**src/rtl/modport_regs.sv**
```systemverilog
// Register-bus slave around a DEPTH-entry word FIFO with control, status,
// threshold, scratch and ID registers; one registered completion per request.
module modport_regs #(
  parameter int ADDR_W = 8,
  parameter int DATA_W = 32,
  parameter int DEPTH  = 16
) (
  input  logic              clk,
  input  logic              rst,
  input  logic [ADDR_W-1:0] addr,
  input  logic [DATA_W-1:0] wdata,
  input  logic              wen,
  input  logic              ren,
  output logic [DATA_W-1:0] rdata,
  output logic              ready
);

  localparam int PTR_W = $clog2(DEPTH);
  localparam int CNT_W = PTR_W + 1;

  localparam logic [2:0] A_CTRL    = 3'd0;
  localparam logic [2:0] A_STATUS  = 3'd1;
  localparam logic [2:0] A_TXDATA  = 3'd2;
  localparam logic [2:0] A_RXDATA  = 3'd3;
  localparam logic [2:0] A_COUNT   = 3'd4;
  localparam logic [2:0] A_THRESH  = 3'd5;
  localparam logic [2:0] A_SCRATCH = 3'd6;
  localparam logic [2:0] A_ID      = 3'd7;

  localparam logic [DATA_W-1:0] ID_VALUE = DATA_W'(32'hF1F0_0001);

  logic              ready_q, ready_d;
  logic [DATA_W-1:0] rdata_q, rdata_d;
  logic              en_q, en_d;
  logic              ovf_q, ovf_d;
  logic              udf_q, udf_d;
  logic [CNT_W-1:0]  thresh_q, thresh_d;
  logic [DATA_W-1:0] scratch_q, scratch_d;
  logic [CNT_W-1:0]  wptr_q, wptr_d;
  logic [CNT_W-1:0]  rptr_q, rptr_d;
  logic [DATA_W-1:0] mem_q [DEPTH];

  logic              push_en;
  logic              accept;
  logic              wr_acc;
  logic              rd_acc;
  logic              bad_acc;
  logic              hit;
  logic [2:0]        idx;
  logic [CNT_W-1:0]  count;
  logic              empty;
  logic              full;
  logic              afull;
  logic              unused_bits;

  assign unused_bits = ^addr[1:0];

  assign hit   = (addr[ADDR_W-1:5] == '0);
  assign idx   = addr[4:2];
  assign count = wptr_q - rptr_q;
  assign empty = (count == '0);
  assign full  = (count == CNT_W'(DEPTH));
  assign afull = (count >= thresh_q);

  // Request lines are ignored while ready is high, so each request fires once.
  assign accept  = (wen | ren) & ~ready_q;
  assign wr_acc  = accept & wen & ~ren;
  assign rd_acc  = accept & ren & ~wen;
  assign bad_acc = accept & wen & ren;

  always_comb begin
    ready_d   = accept;
    rdata_d   = rdata_q;
    en_d      = en_q;
    ovf_d     = ovf_q;
    udf_d     = udf_q;
    thresh_d  = thresh_q;
    scratch_d = scratch_q;
    wptr_d    = wptr_q;
    rptr_d    = rptr_q;
    push_en   = 1'b0;

    if (wr_acc && hit) begin
      case (idx)
        A_CTRL: begin
          en_d = wdata[0];
          if (wdata[1]) begin
            wptr_d = '0;
            rptr_d = '0;
          end
        end
        A_STATUS: begin
          ovf_d = ovf_q & ~wdata[2];
          udf_d = udf_q & ~wdata[3];
        end
        A_TXDATA: begin
          if (en_q) begin
            if (full) begin
              ovf_d = 1'b1;
            end else begin
              push_en = 1'b1;
              wptr_d  = wptr_q + 1'b1;
            end
          end
        end
        A_THRESH:  thresh_d  = wdata[CNT_W-1:0];
        A_SCRATCH: scratch_d = wdata;
        default: ;
      endcase
    end

    if (bad_acc) begin
      rdata_d = '0;
    end

    if (rd_acc) begin
      rdata_d = '0;
      if (hit) begin
        case (idx)
          A_CTRL:    rdata_d = DATA_W'(en_q);
          A_STATUS:  rdata_d = DATA_W'({afull, udf_q, ovf_q, full, empty});
          A_RXDATA: begin
            if (en_q) begin
              if (empty) begin
                udf_d = 1'b1;
              end else begin
                rdata_d = mem_q[rptr_q[PTR_W-1:0]];
                rptr_d  = rptr_q + 1'b1;
              end
            end
          end
          A_COUNT:   rdata_d = DATA_W'(count);
          A_THRESH:  rdata_d = DATA_W'(thresh_q);
          A_SCRATCH: rdata_d = scratch_q;
          A_ID:      rdata_d = ID_VALUE;
          default:   rdata_d = '0;
        endcase
      end
    end
  end

  always_ff @(posedge clk) begin
    if (rst) begin
      ready_q   <= 1'b0;
      rdata_q   <= '0;
      en_q      <= 1'b1;
      ovf_q     <= 1'b0;
      udf_q     <= 1'b0;
      thresh_q  <= CNT_W'(DEPTH - 1);
      scratch_q <= '0;
      wptr_q    <= '0;
      rptr_q    <= '0;
    end else begin
      ready_q   <= ready_d;
      rdata_q   <= rdata_d;
      en_q      <= en_d;
      ovf_q     <= ovf_d;
      udf_q     <= udf_d;
      thresh_q  <= thresh_d;
      scratch_q <= scratch_d;
      wptr_q    <= wptr_d;
      rptr_q    <= rptr_d;
    end
  end

  // Storage has no reset; only entries between the pointers are ever read.
  always_ff @(posedge clk) begin
    if (push_en && !rst) begin
      mem_q[wptr_q[PTR_W-1:0]] <= wdata;
    end
  end

  assign rdata = rdata_q;
  assign ready = ready_q;

endmodule

```
**config.mk**
```make
export PLATFORM = sky130hd
export DESIGN_NAME = modport_regs
export DESIGN_NICKNAME = d
export VERILOG_FILES = /design/src/rtl/modport_regs.sv
export SDC_FILE = /design/constraint.sdc
export NUM_CORES = 1
export LEC_CHECK = 0
export CAP_MARGIN = 20
export CELL_PAD_IN_SITES_DETAIL_PLACEMENT = 0
export CELL_PAD_IN_SITES_GLOBAL_PLACEMENT = 1
export CORE_ASPECT_RATIO = 1.75
export CORE_MARGIN = 4
export CORE_UTILIZATION = 48
export CTS_BUF_LIST = sky130_fd_sc_hd__clkbuf_16
export DETAILED_ROUTE_END_ITERATION = 7
export GPL_TIMING_DRIVEN = 0
export HOLD_SLACK_MARGIN = 0.12
export PLACE_DENSITY = 0.74
export SETUP_SLACK_MARGIN = 0.1
export SYNTH_ARGS = -nofsm -noshare
export SYNTH_HDL_FRONTEND = slang
export SYNTH_SLANG_ARGS = --single-unit
```
**constraint.sdc**
```tcl
create_clock -name clk -period 4.85 [get_ports clk]
set_clock_uncertainty 0.05 [all_clocks]
set_input_delay 0.485 -clock clk [delete_from_list [all_inputs] [get_ports clk]]
set_output_delay 0.485 -clock clk [all_outputs]
set_load 0.005 [all_outputs]
```
Word level (Yosys, flattened, before mapping)
Memories as Yosys holds them, arrays and structs flattened. A register that Yosys moved wholly into a read port is not among the register bits.
Cells that the tools add are included.
{ "classes": {"n_addsub": 3, "order_cmp": 1, "eq_ne": 12, "mux": 35, "bitwise_logic": 14, "n_reduce_logical": 14} }
{ "ops": {"columns": ["op", "n"], "rows": [
  ["$pmux W32 S7", 1],
  ["$mux W32", 5],
  ["$mux W5", 11],
  ["$mux W1", 15],
  ["$eq A3 B3 Y1 const B", 4],
  ["$add A5 B1 Y5 const B", 2],
  ["$pmux W5 S2", 1],
  ["$and A1 B1 Y1", 8],
  ["$ne A2 B2 Y1 const B", 4],
  ["$eq A3 B2 Y1 const B", 2],
  ["$logic_not A3 Y1", 2],
  ["$reduce_and A2 Y1", 3],
  ["$reduce_bool A2 Y1", 3],
  ["$eq A5 B5 Y1 const B", 1],
  ["$ge A5 B5 Y1", 1],
  ["$logic_not A5 Y1", 1],
  ["$not A1 Y1", 5],
  ["$reduce_and A5 Y1", 1],
  ["$sub A5 B5 Y5", 1],
  ["$mux W4", 1],
  ["$reduce_and A4 Y1", 1],
  ["$eq A3 B1 Y1 const B", 1],
  ["$logic_and A1 B1 Y1", 2],
  ["$pmux W1 S2", 1],
  ["2 further kinds", 2]
]} }
{ "word_totals": {"register_bits": 83, "mem_bits_rw": 512, "inputBits": 44, "output_inout_bits": 33, "word_cells": 89, "memories": 1} }
{ "memory_table": {"columns": ["memory", "words", "word_bits", "read_ports", "rd_ports_with_merged_regs", "wr", "line", "source"], "rows": [
  ["mem_q", 16, 32, 1, 1, 1, "41", "logic [DATA_W-1:0] mem_q [DEPTH];"]
]} }

Longest topological paths before layout
Gate-level depths: netlist of run 1.
{ "logic_depth": {"ltp_word": 12, "mapped_depth": 14, "depth_no_buf": 12} }

Worst setup path before layout of run 1
Ideal clock, no wire load.
{ "synth_path": {"path_type": "register -> register", "startpoint": "reg rptr_q[3]", "endpoint": "mem mem_q[0][0], enable pin", "setup_ns": 0.461, "arrival_ns": 4.595, "required_time_ns": 4.339, "path_slack_ns": -0.256, "path_stages_with_launch": 13, "n_path_buf": 3, "period_less_slack_ns": 5.106, "path_cell_list": "dfxtp_1 clkbuf_1 inv_1 clkbuf_1 clkbuf_1 ha_1 nor2_1 a21oi_1 xor2_1 inv_1 a211oi_2 nand2_1 nor3_1"} }
{ "synth_between": {"elab_chain_len": 9} }
{ "synth_lines": {"columns": ["item", "line", "source"], "rows": [
  ["from (decl)", "40", "logic [CNT_W-1:0] rptr_q, rptr_d;"],
  ["from (signal assigned)", "162", "rptr_q <= rptr_d;"],
  ["$sub A5 B5 Y5", "60", "assign count = wptr_q - rptr_q;"],
  ["$eq A5 B5 Y1", "62", "assign full = (count == CNT_W'(DEPTH));"],
  ["$mux W1", "98", "if (full) begin"],
  ["$mux W1", "97", "if (en_q) begin"],
  ["$mux W1", "84", "case (idx)"],
  ["$mux W1", "83", "if (wr_acc && hit) begin"],
  ["$logic_and A1 B1 Y1", "168", "if (push_en && !rst) begin"],
  ["$mux W1", "168", null],
  ["$mux W1 (not written as such)", "169", "mem_q[wptr_q[PTR_W-1:0]] <= wdata;"],
  ["to (decl)", "41", null]
]} }
Every way passes these cells.

Worst setup path in the final report of run 1
{ "layout_path": {"startpoint": "reg rptr_q[1]", "endpoint": "reg rdata_q[2], in the netlist rdata[2]"} }
{ "layout_between": {"elab_chain_len": 7} }
{ "layout_lines": {"columns": ["item", "line", "source"], "rows": [
  ["$sub A5 B5 Y5 (*)", "60", null],
  ["$logic_not A5 Y1", "61", "assign empty = (count == '0);"],
  ["$mux W32", "124", "if (empty) begin"],
  ["$mux W32", "123", "if (en_q) begin"],
  ["$pmux W32 S7 (*)", "119", "case (idx)"],
  ["$mux W32 (*)", "118", "if (hit) begin"],
  ["$mux W32 (*)", "116", "if (rd_acc) begin"],
  ["to (signal assigned)", "155", "rdata_q <= rdata_d;"],
  ["to (decl)", "33", "logic [DATA_W-1:0] rdata_q, rdata_d;"]
]} }
Mark *: on every way between the ends. The rest lies on a longest branch, timed or not.
A chain may end at the register's enable or synchronous reset.

==> impl_metrics.env, run 1 <==
export IMPL_status="finished clean"
export IMPL_crit_chain="buf_2 > inv_2 > clkbuf_1 > buf_2 > ha_1 > nand3b_1 > a211o_1 > nand2_1 > a21oi_1 > clkbuf_1 > o21ai_0 > a211oi_1"
export IMPL_layout_setup_ws_ns=0.3070
export IMPL_dp_cells=2136
export IMPL_power_density_nw_per_um2=355.2
export IMPL_place_ws_ns=-0.9676
export IMPL_cp_buffers_inverters=5
export IMPL_portBuffers=72
export IMPL_syn_area_per_cell_um2=16.93
export IMPL_gp_congestion=0.9085
export IMPL_start_util_pct=48.39
export IMPL_num_rows=107
export IMPL_fp_coreArea_um2=48600
export IMPL_wl_per_cell_um=27.96
export IMPL_dr_pass1_iters=7
export IMPL_io_pins=77
export IMPL_grt_pass1_wl_um=91880
export IMPL_grt_ovfl_total=0
export IMPL_peakVddDrop_v=0.0002919
export IMPL_viasPerCell=5.946
export IMPL_synth_edf_count=512
export IMPL_cpPeakStageDelay_ns=0.63
export IMPL_ant_nets=0
export IMPL_final_common_cell="edfxtp_1"
export IMPL_syn_cell_area_um2=23520
export IMPL_hold_buffers=0
export IMPL_yosys_warnings=0
export IMPL_fmax_mhz=220.1
export IMPL_root_buffer="clkbuf_16"
export IMPL_drc=0
export IMPL_fp_dieW_um=175.3
export IMPL_fin_crit_ns=4.543
export IMPL_cts_sinks=595
export IMPL_nets=1615
export IMPL_p_leak_uw=0.008813
export IMPL_ys_flop_type="edfxtp_1"
export IMPL_postSynthRegisterBits=595
export IMPL_rsz0062_at_grt="no"
export IMPL_cts_tree="built"
export IMPL_end_kind="register"
export IMPL_ctsLongestPathBuffers=3
export IMPL_die_area_um2=52740
export IMPL_cts_buffers=52
export IMPL_timing_slew_headroom_pct=38.16
export IMPL_synth_cell_type_count=54
export IMPL_die_h_um=300.8
export IMPL_syn2layout_area_growth_pct=17.67
export IMPL_antenna_found_initial=0
export IMPL_critPathTopFamily="buffers and inverters"
export IMPL_finalCritPeriodShare_pct=93.67
export IMPL_hold_worst_slack_ns=0.3673
export IMPL_post_dp_hpwl_um=42900
export IMPL_synth_async_reset_ratio_pct=0
export IMPL_grt_pass1_vias=13760
export IMPL_finalHoldViolations=0
export IMPL_drive_above_1_share_pct=19.32
export IMPL_grtUsageTotal_pct=24.03
export IMPL_slew_viol_final=0
export IMPL_dr_first_iter_drc_count=1404
export IMPL_path_class="register to register"
export IMPL_layout_cells_non_filler=2254
export IMPL_h_tree_depth=2
export IMPL_regToRegSetupSlack_ns=0.31
export IMPL_clk_pin_slew_ns=0.07
export IMPL_min_path_type="input pin to register"
export IMPL_layout_common_cells="edfxtp_1, nand2_1, mux4_2"
export IMPL_yosysSeqAreaShare_pct=72.44
export IMPL_synth_fp_nets=1448
export IMPL_critical_path_slowest_cell="clkbuf_1"
export IMPL_crit_arrival_ns=4.97
export IMPL_clk_insertion_delay_late_ns=0.58
export IMPL_critical_path_max_fanout=10
export IMPL_cap_violations=0
export IMPL_grt_max_degree=23
export IMPL_final_setup_viol_count=0
export IMPL_worstPathRequired_ns=5.28
export IMPL_synthCells=1389
export IMPL_critPathLaunchType="register"
export IMPL_route_vias_total=13400
export IMPL_routed_wl_um=63020
export IMPL_tightest_slew_ns=0.9276
==> Yosys cell counts (20+ instances only) <==
cell        n  area [um^2]
edfxtp_1  512        15370
nand2_1   191        716.9
mux4_2    128         2883
a21oi_1   120        600.6
dfxtp_1    83         1662
clkbuf_1   54        202.7
nor2_1     30        112.6
o21ai_0    28        140.1
nor3_1     24        120.1
buf_2      23        115.1
mux2i_1    23        230.2
a222oi_1   20        200.2
==> metrics by stage <==
step / total power [uW] / area, um^2 / utilization (%) / setup TNS, ns
2_1_floorplan: 5710 / 23540 / - / 0
3_3_place_gp: 5833 / 25080 / 51.60 / -1416.54
3_5_place_dp: 5840 / 25690 / 52.86 / -357.98
4_1_cts: 9879 / 27640 / 56.88 / 0
5_1_grt: 10110 / 27670 / 56.93 / 0
6_report: 9828 / 27670 / 56.94 / 0
==> power by group <==
group	internal, uW	switching, uW	leakage (uW)	total (uW)
clock network	2260	1840	0.000879	4100
registers	5550	1.64	0.00527	5550
logic	46.0	133	0.00267	179
total	7850	1980	0.00881	9830
==> final cells by class <==
cell class              count  area, um^2
flip-flops and latches    595       17040
fillers                  3778       20930
well taps                 654       818.3
repair buffers            112        1481
clock inverters            44       350.3
plain buffers              88       392.9
diodes                      1       2.502
clock buffers              53        1326
inverters                  18       67.56
multi-input cells         689        6196
==> worst min-delay path, delay by kind of cell <==
| family | cells | cell delay, ns |
|---|---|---|
| compound gates | 2 | 0.28 |
| buf+inv | 1 | 0.17 |
==> what timing repair did <==
action / in CTS / in global routing
resized for setup: 9 / 2
pin swaps: 16 / 0
buffers inserted: 18 / 0
setup endpoints to repair: 543 / 52
gates cloned: 2 / 0
==> registers in the layout, summed over array words and instances, names as in the netlist <==
signal,count
udf_q,1
rdata,32
rptr_q,5
scratch_q,32
wptr_q,5
thresh_q,5
ready,1
mem_q,512
en_q,1
ovf_q,1
==> cell families (layout without fill, tap and decap cells) <==
logic type / Yosys count / in the layout / share of synthesized area [%]
buf+inv: 107 / 315 / 1.931
simple gates: 306 / 308 / 5.815
mux: 153 / 153 / 13.33
compound gates: 209 / 209 / 5.496
flops: 595 / 595 / 72.44
other cells: 0 / 1 / 0
xor+xnor: 4 / 4 / 0.1490
fa+ha+maj: 15 / 15 / 0.8300
==> metal layers <==
metal,share of wire (%),GRT usage [%],wire length (um),vias up
li1,-,-,-,5810
met1,36,29.36,22790,6961
met2,54,43.77,34050,508
met3,5.6,2.613,3519,123
met4,4.2,9.362,2656,0
met5,0,0,0,-
==> final timing paths <==
kind                            cells past startpoint      endpoint    startpoint
worst max-delay path                               12      rdata[2]     rptr_q[1]
worst max register to register                     12      rdata[2]     rptr_q[1]
worst min-delay path                                3      rdata[1]       addr[4]
worst min register to register                      2  scratch_q[0]  scratch_q[0]
Power figures use the tool's default switching activity.
==> inputs of run 2 (changes only) <==
--- a/config.mk
+++ b/config.mk
@@ -15,6 +15,7 @@
 export DETAILED_ROUTE_END_ITERATION = 7
 export GPL_TIMING_DRIVEN = 0
 export HOLD_SLACK_MARGIN = 0.12
+export MAX_ROUTING_LAYER = met4
 export PLACE_DENSITY = 0.74
 export SETUP_SLACK_MARGIN = 0.1
 export SYNTH_ARGS = -nofsm -noshare
==> impl_metrics.env, run 2 (synthesis results as in run 1) <==
export IMPL_layout_setup_ws_ns=0.1475
export IMPL_end_kind="register"
export IMPL_crit_arrival_ns=4.95
export IMPL_wl_per_cell_um=28.14
export IMPL_viasPerCell=5.981
export IMPL_final_setup_viol_count=0
export IMPL_gp_congestion=0.9158
export IMPL_finalCritPeriodShare_pct=96.96
export IMPL_slew_viol_final=0
export IMPL_critical_path_max_fanout=12
export IMPL_finalHoldViolations=0
export IMPL_fp_coreArea_um2=48600
export IMPL_tightest_slew_ns=1.088
export IMPL_cp_startpoint="rptr_q[3]"
export IMPL_worstHoldStart="addr[4]"
export IMPL_routed_wl_um=63550
export IMPL_final_common_cell="edfxtp_1"
export IMPL_critPathLaunchType="register"
export IMPL_start_util_pct=48.39
export IMPL_regArea_um2=17040
export IMPL_power_density_nw_per_um2=352.4
export IMPL_critical_path_slowest_cell="buf_2"
export IMPL_largest_reg_flops=512
export IMPL_hold_buffers=0
export IMPL_path_class="register to register"
export IMPL_hold_worst_slack_ns=0.3912
export IMPL_portBuffers=72
export IMPL_p_sw_share_pct=20.24
export IMPL_grt_max_degree=23
export IMPL_grt_pass1_wl_um=92490
export IMPL_cts_sinks=595
export IMPL_grtUsageTotal_pct=24.85
export IMPL_crit_chain="clkbuf_2 > inv_1 > clkbuf_2 > buf_2 > ha_1 > nor2_1 > a21oi_1 > xor2_1 > inv_1 > a211oi_2 > nand2_1 > nor3_4 > buf_16 > buf_16"
export IMPL_die_area_um2=52740
export IMPL_io_pins=77
export IMPL_cts_buffers=51
export IMPL_dr_pass1_iters=7
export IMPL_timing_slew_headroom_pct=27.46
export IMPL_layout_common_cells="edfxtp_1, nand2_1, mux4_2"
export IMPL_route_vias_total=13500
export IMPL_fp_dieW_um=175.3
export IMPL_final_setup_tns_ns=0
export IMPL_ant_nets=0
export IMPL_fin_util_pct=56.86
export IMPL_dr_first_iter_drc_count=1527
export IMPL_status="finished clean"
export IMPL_clk_insertion_delay_late_ns=0.59
export IMPL_root_buffer="clkbuf_16"
export IMPL_die_h_um=300.8
export IMPL_cts_tree="built"
export IMPL_antenna_found_initial=1
export IMPL_clk_pin_slew_ns=0.07
export IMPL_p_leak_uw=0.008776
export IMPL_drc=0
export IMPL_grt_pass1_vias=13980
export IMPL_syn2layout_area_growth_pct=17.50
export IMPL_min_path_type="input pin to register"
export IMPL_drive_above_1_share_pct=19.34
export IMPL_rsz0062_at_grt="yes"
export IMPL_regToRegSetupSlack_ns=0.15
export IMPL_nets=1620
export IMPL_pwr_share_comb_pct=1.8
export IMPL_dp_cells=2135
export IMPL_layout_cells_non_filler=2258
export IMPL_grt_ovfl_total=0
export IMPL_worstPathRequired_ns=5.09
export IMPL_fin_crit_ns=4.703
export IMPL_fmax_mhz=212.7
export IMPL_multi_input_area_um2=6188
export IMPL_ctsLongestPathBuffers=3
export IMPL_p_int_uw=7767
export IMPL_seqPwrFrac_pct=57.0
export IMPL_num_rows=107
export IMPL_peakVddDrop_v=0.0002656
export IMPL_h_tree_depth=2
export IMPL_cap_violations=0
export IMPL_place_ws_ns=-0.9348
export IMPL_power_switching_uw=1971
export IMPL_cpPeakStageDelay_ns=0.44
export IMPL_fillCellCount=3691
export IMPL_r2r_start="rptr_q[3]"
export IMPL_clkPwrFrac_pct=41.2
export IMPL_post_dp_hpwl_um=42770
[run 2: worst paths after layout]
kind,to,cells after the start
worst min-delay path,rdata[1],3
worst min register to register,scratch_q[28],2
worst max-delay path,mem_q[3][14],14
worst max register to register,mem_q[3][14],14
[run 2: final cells by class]
| class | count | area share, % |
|---|---|---|
| inverters | 18 | 0.2445 |
| clock inverters | 43 | 1.223 |
| flip-flops and latches | 595 | 61.65 |
| diodes | 1 | 0.009056 |
| multi-input cells | 689 | 22.40 |
| clock buffers | 52 | 4.709 |
| well taps | 654 | 2.961 |
| plain buffers | 88 | 1.408 |
| repair buffers | 118 | 5.397 |
[run 2: per-stage QoR]
stage	area (um^2)	power, uW
3_3_place_gp	25080	5832
6_report	27630	9738
2_1_floorplan	23540	5710
4_1_cts	27630	9801
5_1_grt	27630	10030
3_5_place_dp	25670	5840
[run 2: worst max-delay path: cells and delay by family (launching register included)]
kind | cells | cell delay, ns
and+or+nand+nor | 3 | 0.86
buffers and inverters | 7 | 1.96
AOI/OAI and AO/OA | 2 | 0.49
xor gates and xnor gates | 1 | 0.34
adders and majority gates | 1 | 0.36
DFF | 1 | 0.30
[run 2: power by group through the flow]
stage / Combinational [uW] / Sequential [uW] / Clock (uW)
after floorplan: 48.4 / 5660 / 0
after global placement: 171 / 5660 / 0
after detailed placement: 178 / 5660 / 0
after CTS: 179 / 5550 / 4070
after global routing: 193 / 5550 / 4290
final: 179 / 5550 / 4010
[run 2: per-layer routing]
layer | GRT usage (%) | share of wire [%] | vias up
li1 | - | - | 5848
met1 | 29.52 | 36 | 6963
met2 | 43.21 | 53 | 533
met3 | 2.487 | 5.4 | 160
met4 | 11.07 | 5.0 | 0
met5 | - | 0 | -
[run 2: timing repair]
item / 4_1_cts / 5_1_grt
setup endpoints to repair: 542 / 55
setup buffers: 26 / 0
pin swaps: 16 / 0
cloned: 2 / 0
resized for setup: 8 / 3
